$ cat src/rtl/obi_boot_loader.sv
`default_nettype none
// obi_boot_loader: packs a little-endian byte stream into 32-bit words and writes
// them over a req/gnt/rvalid memory port, then releases the core. Rev 1.0
module obi_boot_loader #(
  parameter int unsigned ADDR_WIDTH = 32,
  parameter logic [31:0] BASE_ADDR  = 32'h0,
  parameter int unsigned MAX_WORDS  = 512
) (
  input  logic                  clk_i,
  input  logic                  rst_i,
  input  logic                  start_i,
  input  logic [15:0]           num_words_i,
  input  logic                  byte_valid_i,
  input  logic [7:0]            byte_data_i,
  output logic                  byte_ready_o,
  output logic                  req_o,
  input  logic                  gnt_i,
  input  logic                  rvalid_i,
  input  logic                  err_i,
  output logic [ADDR_WIDTH-1:0] addr_o,
  output logic                  we_o,
  output logic [3:0]            be_o,
  output logic [31:0]           wdata_o,
  output logic                  busy_o,
  output logic                  done_o,
  output logic                  error_o,
  output logic                  fetch_enable_o,
  output logic [15:0]           words_written_o
);

  localparam logic [15:0] MAX_COUNT = 16'(MAX_WORDS);

  typedef enum logic [2:0] {
    S_IDLE    = 3'd0,
    S_COLLECT = 3'd1,
    S_REQ     = 3'd2,
    S_WAIT    = 3'd3,
    S_DONE    = 3'd4
  } state_t;

  state_t                  state;
  state_t                  state_next;
  logic [15:0]             count;
  logic [15:0]             words_written;
  logic [1:0]              byte_idx;
  logic [31:0]             word;
  logic                    error;
  logic [15:0]             start_count;
  logic [ADDR_WIDTH-1:0]   addr_calc;

  assign start_count = (num_words_i > MAX_COUNT) ? MAX_COUNT : num_words_i;
  // Address wraps silently at ADDR_WIDTH.
  assign addr_calc   = ADDR_WIDTH'(BASE_ADDR) + ADDR_WIDTH'({words_written, 2'b00});

  always_ff @(posedge clk_i) begin
    if (rst_i) begin
      state <= S_IDLE;
    end else begin
      state <= state_next;
    end
  end

  always_comb begin
    state_next      = state;
    byte_ready_o    = 1'b0;
    req_o           = 1'b0;
    we_o            = 1'b0;
    be_o            = 4'b0000;
    wdata_o         = 32'h0;
    addr_o          = '0;
    busy_o          = 1'b0;
    done_o          = 1'b0;
    error_o         = error;
    fetch_enable_o  = 1'b0;
    words_written_o = words_written;
    case (state)
      S_IDLE: begin
        if (start_i) begin
          state_next = (start_count == 16'd0) ? S_DONE : S_COLLECT;
        end
      end
      S_COLLECT: begin
        byte_ready_o = 1'b1;
        busy_o       = 1'b1;
        if (byte_valid_i && (byte_idx == 2'd3)) begin
          state_next = S_REQ;
        end
      end
      S_REQ: begin
        req_o   = 1'b1;
        we_o    = 1'b1;
        be_o    = 4'b1111;
        wdata_o = word;
        addr_o  = addr_calc;
        busy_o  = 1'b1;
        if (gnt_i) begin
          state_next = S_WAIT;
        end
      end
      S_WAIT: begin
        busy_o = 1'b1;
        if (rvalid_i) begin
          if (err_i) begin
            state_next = S_DONE;
          end else if ((words_written + 16'd1) == count) begin
            state_next = S_DONE;
          end else begin
            state_next = S_COLLECT;
          end
        end
      end
      S_DONE: begin
        done_o         = 1'b1;
        fetch_enable_o = ~error;
      end
      default: state_next = S_IDLE;
    endcase
  end

  always_ff @(posedge clk_i) begin
    if (rst_i) begin
      count         <= 16'd0;
      words_written <= 16'd0;
      byte_idx      <= 2'd0;
      word          <= 32'h0;
      error         <= 1'b0;
    end else begin
      case (state)
        S_IDLE: begin
          byte_idx <= 2'd0;
          if (start_i) begin
            count <= start_count;
          end
        end
        S_COLLECT: begin
          if (byte_valid_i) begin
            word[{byte_idx, 3'b000} +: 8] <= byte_data_i;
            byte_idx                      <= byte_idx + 2'd1;
          end
        end
        S_WAIT: begin
          if (rvalid_i) begin
            words_written <= words_written + 16'd1;
            if (err_i) begin
              error <= 1'b1;
            end
          end
        end
        default: ;
      endcase
    end
  end

endmodule
`default_nettype wire

$ cat config.mk
export PLATFORM = sky130hd
export DESIGN_NAME = obi_boot_loader
export DESIGN_NICKNAME = d
export VERILOG_FILES = /design/src/rtl/obi_boot_loader.sv
export SDC_FILE = /design/constraint.sdc
export NUM_CORES = 1
export LEC_CHECK = 0
export ABC_AREA = 1
export CORE_ASPECT_RATIO = 0.7
export CORE_MARGIN = 2
export CORE_UTILIZATION = 43
export DETAILED_ROUTE_END_ITERATION = 16
export GPL_TIMING_DRIVEN = 0
export PLACE_DENSITY = 0.73
export SYNTH_ARGS = -nofsm -noshare
export SYNTH_HDL_FRONTEND = slang
export SYNTH_SLANG_ARGS = --single-unit
$ cat constraint.sdc
create_clock -name clk_i -period 2.1 [get_ports clk_i]
set_input_delay 0.63 -clock clk_i [delete_from_list [all_inputs] [get_ports clk_i]]
set_output_delay 0.63 -clock clk_i [all_outputs]
set_load 0.02 [all_outputs]
Word level (Yosys, flattened, before mapping)
Index checks and enable logic that the tools add are counted.
- output and inout port bits: 91
- input port bits: 31
- word-level logic and storage cells: 56
- register bits after elaboration: 70
- reductions and logical operators: 11
- bitwise operators: 2
- order comparisons: 1
- muxes and demuxes: 20
- add/sub/neg operators: 3
- eq/ne operators: 11
- shifts and indexed selects: 2
- operator list (cell ; count):
    32-bit bitwise mux ; 1
    32-bit 2-to-1 mux ; 1
    8-bit by 7-bit variable shift with 32-bit output, first input constant ; 1
    8-bit by 7-bit variable part select with 32-bit output ; 1
    3-bit 2-to-1 mux ; 7
    18-bit 2-to-1 mux ; 1
    16-bit by 1-bit adder with 16-bit output, second input constant ; 1
    16-bit == test ; 1
    16-bit by 10-bit greater-than comparator with 1-bit output, second input constant ; 1
    16-bit zero test ; 1
    16-bit 2-to-1 mux ; 1
    3-bit case mux with 5 select lines ; 1
    2-bit inequality test, second input constant ; 5
    2-bit AND reduction ; 4
    5-bit negation with 7-bit output ; 1
    3-bit by 2-bit == test with 1-bit output, second input constant ; 2
    1-bit 2-to-1 mux ; 5
    5-bit AND reduction ; 1
    4-bit 2-to-1 mux ; 1
    2-bit case mux with 2 select lines ; 1
    3-bit by 1-bit == test with 1-bit output, second input constant ; 1
    3-bit == test, second input constant ; 1
    3-bit zero test ; 1
    3-bit AND reduction ; 1
    7 further kinds ; 8

Longest topological paths before layout
- depth after elaboration: 6
- mapped depth: 17
- mapped depth without buffers: 16

Worst setup path after synthesis
Ideal clock, no wire load.
- path type: reg2out
- start: reg state[2]
- end: out addr_o[10]
- required time: 1470 ps
- data arrival time: 2176 ps
- path buffers: 2
- slack: -706 ps
- stages on the path, launching flop included: 6
- cells stage by stage: dfxtp_1 -> nor3_1 -> inv_1 -> clkbuf_1 -> clkbuf_1 -> nor2_1
- cells in the longest elaborated chain, start to end: 2
- ends and longest elaborated chain (what ; RTL line ; RTL):
    from (decl) ; 41 ; state_t state;
    from (signal assigned) ; 59 ; state <= state_next;
    3-bit by 2-bit == test with 1-bit output ; 76 ; case (state)
    18-bit 2-to-1 mux ; 76 ;
    to (decl) ; 20 ; output logic [ADDR_WIDTH-1:0] addr_o,
Every way passes these cells.

Worst setup path after layout
- start: reg state[2]
- end: out addr_o[4]
Same word-level chain as after synthesis.

==> results by group <==
Die
  – Die width: 119 um
  – Die Height: between 80 and 90 um
  – Num ports: 122
  – Row cnt: 29
  – Initial core utilization: 0.440
  – Core area: ~9000 um^2
  – Die area: 10000 um^2

Drt
  – DR DRC count: 0
  – Initial DRC count: 355
  – Vias: 4508
  – Routed wire length: 13400 um
  – ANT nets after route: 0
  – WL/cell: ~15 um
  – Drt first pass iters: 5
  – Vias/cell: about 5

Status
  – Status: finished, violations left
  – Violated checks: negative setup slack

Synthesis
  – Post-synth cell types: 39
  – Yosys warns: 0
  – EDFF count, synth: 0
  – Avg Inst Size Synth: 6.60 um^2
  – Ys flop type: dfxtp_1
  – Post-synthesis cell count: 600
  – Cell Area, Synth: between 3000 and 4000 um^2
  – Register area share after synthesis: 0.354
  – Async SR Flop Fraction: 0
  – Flops & latches, synth: 70

Layout
  – Final net count: 787
  – Share of layout cells above drive strength 1: 0.285
  – Final core utilization: 0.703
  – # diodes: 0
  – Synth-to-layout area growth: 59.6%
  – Fillers: ~750
  – Commonest cells after routing, fill and taps aside: inv_1, nand2_1, dfxtp_1, a21oi_1, clkdlybuf4s50_1
  – Most common cell after layout, fill and taps aside: inv_1

GRT
  – Initial antenna violation count: 0
  – Vias in the first global route: 4075
  – Global-route wire length before repair: 20400 um
  – Largest net degree at the start of global routing: 13
  – Gr ovfl total: 0
  – Global-route usage over all layers: 0.256

Clocking
  – Clock tree root driver cell: clkbuf_16
  – Reg clk slew, reported paths: 0.06 ns
  – Clock Tree Buf Depth: 2
  – Number of buffers inserted by hold repair at cts: 0
  – # clock sinks: 70
  – CTS tree: yes
  – Clk_lat worst skew: 0.33 ns
  – H-Tree Depth: 3
  – Inserted Clock Buffers: 9

Timing
  – Period utilisation layout: 1.07
  – Final setup violation count: 54
  – Slew Limit Fails: 0
  – Hold slack: 0.460 ns
  – Fmax: 444 MHz
  – Worst-margin pin slew: 0.565 ns
  – Fin worst setup slack: -0.154 ns
  – Unrepaired setup endpoints after global routing: true
  – Post-route minimum period: 2.25 ns
  – Relative slew slack: 0.623
  – Hold Violations, Final: 0
  – Skew final: between 0.006 and 0.007 ns

Power
  – Leakage: 2.59 nW
  – Maximum vdd drop: about 640 uV
  – Power Dens Cells: 819 nW/um^2

Critical path
  – Data arrival, critical path: 1.62 ns
  – Worst setup EP type: output pin
  – Crit-path max FO: 5
  – CP Class: reg -> out
  – Setup crit start kind: flip-flop
  – Worst path required time: 1.47 ns

Placement
  – GPL Wtd Cong: 0.927
  – Pre-CTS setup slack: -0.637 ns
  – Port bufs: between 100 and 150
  – Post-DP HPWL: 9510 um

Hold path
  – Hold Path Class: reg -> reg

Run
  – Max_cap viols: 0
==> layer usage <==
layer / GRT usage / up-vias / share of wire
met1: 0.375 / 2088 / 0.46
met3: 0.0503 / 18 / 0.080
met4: 0.0693 / 0 / 0.013
met2: 0.381 / 203 / 0.45
li1: - / 2199 / -
met5: 0 / - / 0
==> through the flow <==
stage	cells	setup TNS, ns	area, um^2	total power [mW]
final	879	-4.20	6330	5.18
after detailed placement	843	-38.19	5430	3.07
after CTS	868	-5.30	5960	4.98
after floorplan	615	0	4230	2.57
after global placement	843	-32.51	5430	3.03
after global routing	879	-9.05	6330	5.41
==> cell type report <==
class	instances	area, um^2	area share
clock inverters	5	81.3	0.0129
plain buffers	42	320	0.0506
multi-input cells	401	2390	0.378
flip-flops and latches	70	1430	0.225
repair buffers	125	1310	0.207
well taps	124	155	0.0245
clock buffers	11	253	0.0400
inverters	101	389	0.0615
==> power by group <==
group	internal [mW]	total [mW]	switching (mW)	leakage, nW
clock	1.10	1.69	0.583	0.162
sequential	1.44	1.54	0.0929	0.573
combinational	0.796	1.96	1.16	1.86
total	3.34	5.18	1.84	2.59
==> timing repair <==
action / CTS / global route
gates cloned: 3 / 1
buffers inserted: 6 / 11
setup endpoints to repair: 87 / 96
gates resized for setup: 325 / 86
pin swaps: 3 / 8
==> cells in the mapped netlist, types with 2 or more instances <==
master / n / share of area
inv_1: 99 / 0.094
nand2_1: 94 / 0.089
nor2_1: 87 / 0.082
dfxtp_1: 70 / 0.35
a21oi_1: 47 / 0.059
nand3_1: 37 / 0.047
o21ai_0: 28 / 0.035
buf_4: 22 / 0.042
a211oi_1: 20 / 0.038
clkbuf_1: 16 / 0.015
a31oi_1: 14 / 0.022
nor3_1: 9 / 0.011
nand4_1: 7 / 0.011
ha_1: 6 / 0.019
nor2_2: 6 / 0.0095
xnor2_1: 5 / 0.011
buf_2: 4 / 0.0051
nor4_1: 3 / 0.0047
o211ai_1: 3 / 0.0057
nand2_2: 2 / 0.0032
nand3b_1: 2 / 0.0038
xor2_1: 2 / 0.0044
==> worst paths after layout <==
check / startpoint / end / slack [ns] / depth (start not counted)
setup / recovery: state[2]$_SDFFE_PP0P_ / addr_o[4] / -0.15 / 6
hold / removal: word[7]$_SDFFE_PP0P_ / word[7]$_SDFFE_PP0P_ / 0.46 / 2
setup reg to reg: state[0]$_SDFFE_PP0P_ / words_written_o[2]$_SDFFE_PP0P_ / 0 / 7
hold reg to reg: word[7]$_SDFFE_PP0P_ / word[7]$_SDFFE_PP0P_ / 0.46 / 2
==> worst max-delay path, cell delays in order (launching register included) <==
cell	delay (ns)
dfxtp_4	0.36
nor3_4	0.24
inv_4	0.10
clkbuf_16	0.18
clkbuf_16	0.17
nor2_4	0.11
buf_6	0.13
==> cells by family after synthesis <==
kind of cell,synth area share
compound gates,0.168
xor+xnor,0.0212
fa+ha+maj,0.0189
buf+inv,0.159
flops,0.354
other cells,0.000946
simple gates,0.279
==> state kept, by name (all words and copies together), names as in the netlist <==
register,cells
state,3
count,16
words_written_o,16
word,32
error_o,1
byte_idx,2
(Power assumes the default switching activity.)
